`src/rtl/adc_frame_scheduler_if.sv`:
```
// adc_frame_scheduler_if: channel-FIFO side and frame-packer side signals of the ADC frame scheduler.
interface adc_frame_scheduler_if #(parameter int NCH = 16, DW = 16, CW = 4);
  logic enable;
  logic [3:0] sample_mode;
  logic [NCH-1:0] ch_req;
`ifdef ADC_SCHED_MASK_EN
  logic [NCH-1:0] ch_mask;
`endif
  logic [NCH*DW-1:0] ch_data;
  logic [NCH-1:0] ch_rd;
  logic [DW-1:0] data_out;
  logic data_valid;
  logic sync;
  logic [CW-1:0] cur_ch;
  logic busy;
  logic [15:0] frame_cnt;
`ifdef ADC_SCHED_MASK_EN
  modport master(input enable, sample_mode, ch_req, ch_mask, ch_data,
                 output ch_rd, data_out, data_valid, sync, cur_ch, busy, frame_cnt);
  modport slave(output enable, sample_mode, ch_req, ch_mask, ch_data,
                input ch_rd, data_out, data_valid, sync, cur_ch, busy, frame_cnt);
`else
  modport master(input enable, sample_mode, ch_req, ch_data,
                 output ch_rd, data_out, data_valid, sync, cur_ch, busy, frame_cnt);
  modport slave(output enable, sample_mode, ch_req, ch_data,
                input ch_rd, data_out, data_valid, sync, cur_ch, busy, frame_cnt);
`endif
endinterface

```
`src/rtl/adc_frame_scheduler.sv`:
```
// adc_frame_scheduler: round-robin frame scheduler sharing one ADC send path among NCH channels.
// Define ADC_SCHED_MASK_EN to add ch_mask gating of channel eligibility.
module adc_frame_scheduler #(
  parameter int NCH = 16,
  parameter int DW  = 16,
  parameter int CW  = 4,
  parameter int GAP = 2
)(
  input logic clk,
  input logic reset_n,
  adc_frame_scheduler_if.master bus
);
  localparam logic [2:0] IDLE = 3'd0, ARB = 3'd1, SEND = 3'd2, SYNC = 3'd3, WAIT = 3'd4;
  logic [2:0] state, nxt;
  logic [CW-1:0] last, gnt, rd_ch;
  logic [7:0] count, len_m1;
  logic [NCH-1:0] elig;
  logic found;
  always_comb begin
`ifdef ADC_SCHED_MASK_EN
    elig = bus.ch_req & bus.ch_mask;
`else
    elig = bus.ch_req;
`endif
    gnt = last;
    found = 1'b0;
    // descending scan so the nearest channel after last wins
    for (int k = NCH; k >= 1; k--) begin
      if (elig[(int'(last) + k) % NCH]) begin
        gnt = CW'((int'(last) + k) % NCH);
        found = 1'b1;
      end
    end
  end
  always_comb begin
    nxt = state;
    case (state)
      IDLE: nxt = bus.enable ? ARB : IDLE;
      ARB: nxt = !bus.enable ? IDLE : found ? SEND : ARB;
      SEND: nxt = count == len_m1 ? SYNC : SEND;
      SYNC: nxt = WAIT;
      WAIT: nxt = count == 8'(GAP - 1) ? (bus.enable ? ARB : IDLE) : WAIT;
      default: nxt = IDLE;
    endcase
  end
  assign rd_ch = state == ARB ? gnt : bus.cur_ch;
  always_ff @(posedge clk or negedge reset_n) begin
    if (!reset_n) begin
      state <= IDLE;
      last <= CW'(NCH - 1);
      count <= '0;
      len_m1 <= '0;
      bus.ch_rd <= '0;
      bus.data_out <= '0;
      bus.data_valid <= 1'b0;
      bus.sync <= 1'b0;
      bus.cur_ch <= '0;
      bus.busy <= 1'b0;
      bus.frame_cnt <= '0;
    end else begin
      state <= nxt;
      count <= (nxt == state && (state == SEND || state == WAIT)) ? count + 8'd1 : 8'd0;
      bus.busy <= nxt != IDLE;
      bus.ch_rd <= nxt == SEND ? NCH'(1) << rd_ch : '0;
      bus.data_valid <= state == SEND;
      bus.sync <= state == SYNC;
      if (state == SEND) bus.data_out <= bus.ch_data[int'(bus.cur_ch) * DW +: DW];
      if (state == SYNC) bus.frame_cnt <= bus.frame_cnt + 16'd1;
      if (state == ARB && bus.enable && found) begin
        bus.cur_ch <= gnt;
        last <= gnt;
        len_m1 <= bus.sample_mode == 4'd0 ? 8'd15 : bus.sample_mode == 4'd1 ? 8'd31 : 8'd63;
      end
    end
  end
endmodule

```
`src/flat_wrapper.sv`:
```
// flat-port wrapper written by rule: the top's interface ports become plain ports
module adc_frame_scheduler_flat 
#(
  parameter int NCH = 16,
  parameter int DW  = 16,
  parameter int CW  = 4,
  parameter int GAP = 2
)
  (clk, reset_n, bus_enable, bus_sample_mode, bus_ch_req, bus_ch_data, bus_ch_rd, bus_data_out, bus_data_valid, bus_sync, bus_cur_ch, bus_busy, bus_frame_cnt);
  adc_frame_scheduler_if #(.NCH(NCH), .DW(DW), .CW(CW)) bus_i ();
  input logic clk;
  input logic reset_n;
  input wire logic [$bits(bus_i.enable)-1:0] bus_enable;
  input wire logic [$bits(bus_i.sample_mode)-1:0] bus_sample_mode;
  input wire logic [$bits(bus_i.ch_req)-1:0] bus_ch_req;
  input wire logic [$bits(bus_i.ch_data)-1:0] bus_ch_data;
  output wire logic [$bits(bus_i.ch_rd)-1:0] bus_ch_rd;
  output wire logic [$bits(bus_i.data_out)-1:0] bus_data_out;
  output wire logic [$bits(bus_i.data_valid)-1:0] bus_data_valid;
  output wire logic [$bits(bus_i.sync)-1:0] bus_sync;
  output wire logic [$bits(bus_i.cur_ch)-1:0] bus_cur_ch;
  output wire logic [$bits(bus_i.busy)-1:0] bus_busy;
  output wire logic [$bits(bus_i.frame_cnt)-1:0] bus_frame_cnt;
  assign bus_i.enable = bus_enable;
  assign bus_i.sample_mode = bus_sample_mode;
  assign bus_i.ch_req = bus_ch_req;
  assign bus_i.ch_data = bus_ch_data;
  assign bus_ch_rd = bus_i.ch_rd;
  assign bus_data_out = bus_i.data_out;
  assign bus_data_valid = bus_i.data_valid;
  assign bus_sync = bus_i.sync;
  assign bus_cur_ch = bus_i.cur_ch;
  assign bus_busy = bus_i.busy;
  assign bus_frame_cnt = bus_i.frame_cnt;
  adc_frame_scheduler #(.NCH(NCH), .DW(DW), .CW(CW), .GAP(GAP)) u_core (.clk(clk), .reset_n(reset_n), .bus(bus_i));
endmodule
```
`config.mk`:
```
export PLATFORM = sky130hd
export DESIGN_NAME = adc_frame_scheduler_flat
export DESIGN_NICKNAME = d
export VERILOG_FILES = /design/src/rtl/adc_frame_scheduler_if.sv /design/src/rtl/adc_frame_scheduler.sv /design/src/flat_wrapper.sv
export SDC_FILE = /design/constraint.sdc
export NUM_CORES = 1
export LEC_CHECK = 0
export CELL_PAD_IN_SITES_DETAIL_PLACEMENT = 0
export CELL_PAD_IN_SITES_GLOBAL_PLACEMENT = 1
export CORE_ASPECT_RATIO = 0.7
export CORE_UTILIZATION = 35
export CTS_BUF_LIST = sky130_fd_sc_hd__clkbuf_4 sky130_fd_sc_hd__clkbuf_8
export CTS_CLUSTER_DIAMETER = 60
export DETAILED_ROUTE_END_ITERATION = 8
export GPL_TIMING_DRIVEN = 1
export PLACE_DENSITY_LB_ADDON = 0.15
export REMOVE_ABC_BUFFERS = 1
export SYNTH_ARGS = -nofsm -noshare
export SYNTH_HDL_FRONTEND = slang
export SYNTH_SLANG_ARGS = --single-unit
```
`constraint.sdc`:
```
create_clock -name clk -period 10 [get_ports clk]
set_input_delay 1 -clock clk [delete_from_list [all_inputs] [get_ports clk]]
set_output_delay 1 -clock clk [all_outputs]
set_load 0.1 [all_outputs]
```
==> flow_summary.yaml, run 1 <==
finish:
  nNetsFinal: 1201
  utilization_pct: 54.8
  layout.cells.non_filler: 1188
  drive_above_1_share_pct: 20.6
  num-fill-cells: 1694
  syn2layout_area_growth_pct: 51.6
  stdcell_area_mm2: 0.0110
yosys:
  synthArstFlopShare_pct: 100
  syn_area_per_cell_um2: 12.1
  ys_seq_area_share_pct: 25.3
  synthTopCellsByArea: "mux4_2 (36%), dfrtp_1 (24%), mux2i_1 (4.3%), mux2_2 (3.9%), nor2_1 (2.5%)"
  synth_seq_cells: 73
  synth_edf_count: 0
  synth_area_leader_cell: "mux4_2"
  syn_area_mm2: 0.00723
  synthesis.instances: 600
  synth_warnings: 0
  synth_ff_type: "dfrtp_1"
  yosys.cell_types.count: 69
  synth_top_area_share_pct: 36.1
pwr:
  comb_power_share_pct: 78.2
  ir_drop_mv: 0.129
  p_clk_share_pct: 6.7
  leakage_uw: 0.00417
  internal-power_uw: 1640
  sw_frac_of_total_pct: 53.6
  p_switching_uw: 1900
  pwr-share-seq_pct: 15.1
  p_per_area_mw_per_mm2: 323
global_routing:
  grt_max_degree: 74
  antenna_found_initial: 4
  grt_overflow: 0
  grt_pass1_vias: 7136
  grt.total_usage_pct: 29.9
  grt_pass1_wl_um: 46200
routing:
  drt_iter0_drc: 689
  first_pass_iters: 4
  vias: 7031
  remaining_drc_errors: 0
  final_antenna_net_count: 0
  avgRoutedWirePerCell_um: 26.2
  viasPerCell: 5.92
  postRouteWirelength_um: 31200
die:
  ios: 334
  core_area_mm2: 0.0200
  die_h_um: 122
  placementRows: 43
  die-area_mm2: 0.0212
  die_x_um: 174
  initial_core_util_pct: 36.1
sta:
  slew_violations: 0
  setup_viol: 0
  fmax_ghz: 0.178
  min_period_ps: 5630
  rsz0062_at_grt: "false"
  hold_viol_final: 0
  setup_tns_ps: 0
  period_share_pct: 56.3
  skew_ps: 8.78
  tightestPinTransition_ps: 1090
  setup_ws_ps: 4370
  slew_headroom_pct: 27.3
setup_path:
  cp-end-kind: "flop"
  critPathLaunch: "u_core.last[1]$_DFFE_PN1P_"
  cp_slowest_cell: "dfstp_2"
  reg2reg_from: "u_core.last[1]$_DFFE_PN1P_"
  cp_cell_sequence: "clkinv_1 -> ha_1 -> buf_4 -> mux4_2 -> mux2i_1 -> mux2i_1 -> nor4_1 -> nand3_1 -> nand3_1 -> a21oi_1 -> or3b_4 -> nor2_2"
  cp_max_fo: 25
  reg2reg_to: "u_core.bus.ch_rd[8]$_DFF_PN0_"
  required_ps: 10280
  rrSetupSlack_ps: 4370
  critPathArrivalTime_ps: 5910
  crit_end: "u_core.bus.ch_rd[8]$_DFF_PN0_"
  critPathLaunchType: "flop"
  critPathMaxStageDelay_ps: 990
  crit_type: "reg -> reg"
  worst_r2r_path_depth: 12
clock_network:
  cts-root-buf: "clkbuf_8"
  tritoncts: "built"
  cts_sinks: 73
  numCtsBuffers: 9
  h-tree-depth: 3
  postCtsSetupRepairBufs: 0
  clock_latency_ps: 350
  cts-resized-gates: 0
  clkTransAtPathRegs_ps: 80
  ctsHoldBuffers: 0
  cts.path.max_buffers: 2
placed_design:
  place_area_mm2: 0.0108
  gp_congestion: 1.01
  dp_hpwl_um: 25700
  pre_cts_ws_ps: 4440
  place_inst: 1171
  numPortBuffers: 333
job:
  cap_violations: 0
outcome:
  status: "finished clean"
worst_hold_path:
  hold_path.class: "reg -> reg"
worst max-delay path: cells and delay by family, from the launching register on:
family          cells  cell delay (ps)
flops               1              990
buf+inv             2              910
simple gates        5             1340
compound gates      1              490
fa+ha+maj           1              630
mux                 3             1160
worst min path at each step:
stage	from	cells past startpoint	endpoint	slack [ps]
after floorplan	u_core.len_m1[3]$_DFFE_PN0P_	1	u_core.len_m1[3]$_DFFE_PN0P_	460
after global placement	u_core.bus.frame_cnt[15]$_DFFE_PN0P_	1	u_core.bus.frame_cnt[15]$_DFFE_PN0P_	460
after detailed placement	u_core.bus.frame_cnt[15]$_DFFE_PN0P_	1	u_core.bus.frame_cnt[15]$_DFFE_PN0P_	470
after CTS	u_core.bus.frame_cnt[15]$_DFFE_PN0P_	1	u_core.bus.frame_cnt[15]$_DFFE_PN0P_	480
after global routing	u_core.bus.frame_cnt[15]$_DFFE_PN0P_	1	u_core.bus.frame_cnt[15]$_DFFE_PN0P_	500
final	u_core.bus.frame_cnt[15]$_DFFE_PN0P_	1	u_core.bus.frame_cnt[15]$_DFFE_PN0P_	470
per-stage QoR:
step / hold slack [ps] / total power [uW]
2_1_floorplan: 459 / 2540
3_3_place_gp: 463 / 3270
3_5_place_dp: 465 / 3270
4_1_cts: 481 / 3520
5_1_grt: 504 / 3730
6_report: 473 / 3540
cells by family after synthesis:
group                    share of synthesized area (%)
AND/OR/NAND/NOR                                   11.5
XOR/XNOR                                          4.57
AO/OA/AOI/OAI                                     8.41
buffers and inverters                             3.63
adder cells (fa/ha/maj)                           1.73
multiplexers                                      44.9
flip-flops                                        25.3
layer usage:
layer / vias up / wire length [um] / GRT usage, %
li1: 3029 / - / -
met1: 3623 / 13900 / 42.3
met2: 352 / 14400 / 47.5
met3: 21 / 2740 / 7.99
met4: 6 / 170 / 3.45
met5: - / 36 / 0
state kept, by name (all words and copies together) (netlist names), 3 cells and up:
name,flops
u_core.bus.ch_rd,16
u_core.bus.data_out,16
u_core.bus.frame_cnt,16
u_core.count,8
u_core.bus.cur_ch,4
u_core.last,4
u_core.len_m1,3
u_core.state,3
cell usage in the layout (no fill, tap or decap), types with 8 or more instances in the layout:
master,instances
o21ai_0,9
clkdlybuf4s50_1,332
xnor2_1,21
a21oi_1,11
mux2_2,25
mux4_2,116
mux2i_1,31
inv_1,17
clkbuf_8,9
nor3_1,10
nor2_1,49
ha_1,10
nand3_1,24
or3_1,8
o22ai_1,8
nand2_1,34
xor2_1,13
dfrtp_1,67
final cells by class:
class / count / area [um^2] / share of cell area (%)
antenna: 1 / 2.50 / 0.0228
clock inverter: 6 / 67.6 / 0.616
timing repair buffer: 338 / 3370 / 30.7
clock buffer: 10 / 131 / 1.20
multi-input combinational: 468 / 5140 / 46.9
sequential: 73 / 1840 / 16.8
inverter: 22 / 82.6 / 0.753
tap: 270 / 338 / 3.08
synthesized netlist by cell type, drive strengths merged, types with 4 or more instances:
cell / number
xnor2: 23
nand4: 5
a21oi: 12
a21boi: 7
o21ai: 12
nand3: 24
mux2: 25
nor2: 53
o31ai: 4
a21o: 4
and3: 7
buf: 18
or3: 8
clkbuf: 19
o22ai: 8
nand2: 34
nand2b: 4
mux4: 117
nor3: 10
ha: 10
dfrtp: 69
inv: 20
xor2: 13
mux2i: 32
dfstp: 4
o211ai: 5
power by group through the flow:
stage,logic (uW),registers (uW),clock network [uW]
final,2770,534,238
after global routing,2920,551,256
after CTS,2740,535,243
after detailed placement,2730,541,0
after global placement,2730,536,0
after floorplan,1540,998,0
No activity file was read; power rests on OpenSTA's default activity.
==> run 2: changes to the inputs <==
CORE_UTILIZATION = 33   (was 35)
clock period = 5.7 ns   (was 10 ns; I/O delays follow)
==> flow_summary.yaml, run 2 (same netlist as run 1, synthesis figures left out) <==
sta:
  min_period_ps: 4470
  hold_viol_final: 0
  period_share_pct: 78.5
  fmax_ghz: 0.224
  setup_tns_ps: 0
  skew_ps: 14.4
  setup_viol: 0
  tightestPinTransition_ps: 1150
  slew_headroom_pct: 23.4
  rsz0062_at_grt: "false"
  slew_violations: 0
  holdWs_ps: 338
finish:
  drive_above_1_share_pct: 21.3
  syn2layout_area_growth_pct: 52.3
  nNetsFinal: 1208
  reg_top3: "u_core.bus.ch_rd: 16 flops, u_core.bus.data_out: 16 flops, u_core.bus.frame_cnt: 16 flops"
  stdcell_area_mm2: 0.0110
  layout_common_cells: "clkdlybuf4s50_1 (331), mux4_2 (116), dfrtp_1 (67)"
  layout_commonest_cell: "clkdlybuf4s50_1"
pwr:
  ir_drop_mv: 0.233
  p_per_area_mw_per_mm2: 570
  sw_frac_of_total_pct: 54.3
  pwr-share-seq_pct: 14.1
  comb_power_share_pct: 79.8
  p_clk_share_pct: 6.1
  internal-power_uw: 2870
  leakage_uw: 0.00419
  p_switching_uw: 3410
global_routing:
  grt.total_usage_pct: 28.6
  grt_max_degree: 74
  grt_pass1_wl_um: 46400
  grt_pass1_vias: 7125
  grt_overflow: 0
  antenna_found_initial: 5
setup_path:
  cpMostUsedCell: "a21boi_1"
  cp_slowest_cell: "mux4_2"
  critPathLaunchType: "flop"
  required_ps: 5930
  cp_cell_sequence: "inv_1 -> ha_1 -> a21boi_1 -> xnor2_1 -> mux4_2 -> and2_1 -> o31ai_1 -> a31oi_1 -> or4_1 -> nand3b_1 -> a21boi_1"
  crit_type: "reg -> reg"
  rrSetupSlack_ps: 1230
  critPathMaxStageDelay_ps: 710
  critPathArrivalTime_ps: 4700
  cp-end-kind: "flop"
  cp_max_fo: 10
  worst_r2r_path_depth: 11
worst_hold_path:
  hold_path.class: "in -> async"
clock_network:
  numCtsBuffers: 9
  cts-root-buf: "clkbuf_8"
  cts_sinks: 73
  clkTransAtPathRegs_ps: 90
  tritoncts: "built"
  h-tree-depth: 3
  postCtsSetupRepairBufs: 0
  cts.path.max_buffers: 2
  clock_latency_ps: 350
  cts-resized-gates: 0
  ctsHoldBuffers: 0
placed_design:
  gp_congestion: 1.02
  dp_hpwl_um: 26100
  place_area_mm2: 0.0108
  numPortBuffers: 333
die:
  initial_core_util_pct: 34.3
  placementRows: 44
  die_x_um: 179
  core_area_mm2: 0.0211
  ios: 334
  die_h_um: 126
  die-area_mm2: 0.0225
job:
  cap_violations: 0
routing:
  first_pass_iters: 6
  postRouteWirelength_um: 31300
  viasPerCell: 5.85
  avgRoutedWirePerCell_um: 26.0
  remaining_drc_errors: 0
  drt_iter0_drc: 645
  vias: 7044
  final_antenna_net_count: 0
outcome:
  status: "finished clean"
==> run 2: cell type report <==
| cell class | instances | area [um^2] |
|---|---|---|
| Antenna cell | 5 | 12.5 |
| Multi-Input combinational cell | 468 | 5140 |
| Inverter | 22 | 82.6 |
| Sequential cell | 73 | 1840 |
| Fill cell | 1822 | 10100 |
| Timing Repair Buffer | 345 | 3420 |
| Clock buffer | 9 | 124 |
| Tap cell | 276 | 345 |
| Clock inverter | 7 | 60.1 |
==> run 2: critical path: cells and delay by family, from the launching register on <==
family / cells / cell delay (ps)
AO/OA/AOI/OAI: 4 / 960
XOR/XNOR: 1 / 610
adder cells (fa/ha/maj): 1 / 390
buffers and inverters: 1 / 260
flip-flops: 1 / 540
multiplexers: 1 / 710
AND/OR/NAND/NOR: 3 / 870
==> run 2: per-layer routing <==
layer,track usage (%),wire (um)
met5,3.95,114
met1,40.1,13500
met3,9.09,3290
met2,42.0,13800
met4,7.33,654
==> run 2: worst paths after layout <==
check,to,from
worst max-delay path,u_core.last[1]$_DFFE_PN1P_,u_core.last[2]$_DFFE_PN1P_
worst min-delay path,u_core.bus.frame_cnt[5]$_DFFE_PN0P_,reset_n
worst max register to register,u_core.last[1]$_DFFE_PN1P_,u_core.last[2]$_DFFE_PN1P_
worst min register to register,u_core.bus.frame_cnt[15]$_DFFE_PN0P_,u_core.bus.frame_cnt[15]$_DFFE_PN0P_
max in group asynchronous,u_core.bus.cur_ch[0]$_DFFE_PN0P_,reset_n
min in group clk,u_core.bus.frame_cnt[15]$_DFFE_PN0P_,u_core.bus.frame_cnt[15]$_DFFE_PN0P_
==> run 2: power groups by stage <==
stage / clock network, uW / logic (uW) / registers, uW
2_1_floorplan: 0 / 2710 / 1750
3_3_place_gp: 0 / 4900 / 900
3_5_place_dp: 0 / 4900 / 906
4_1_cts: 396 / 4920 / 897
5_1_grt: 422 / 5260 / 924
6_report: 382 / 5010 / 888
==> run 2: stage by stage <==
| stage | setup slack [ps] | instances | total power (uW) | utilization, % |
|---|---|---|---|---|
| 2_1_floorplan | 790 | 563 | 4460 | - |
| 3_3_place_gp | 1380 | 1184 | 5800 | 51.3 |
| 3_5_place_dp | 1440 | 1184 | 5810 | 51.3 |
| 4_1_cts | 1380 | 1200 | 6210 | 52.2 |
| 5_1_grt | 1160 | 1205 | 6600 | 52.2 |
| 6_report | 1230 | 1205 | 6280 | 52.2 |
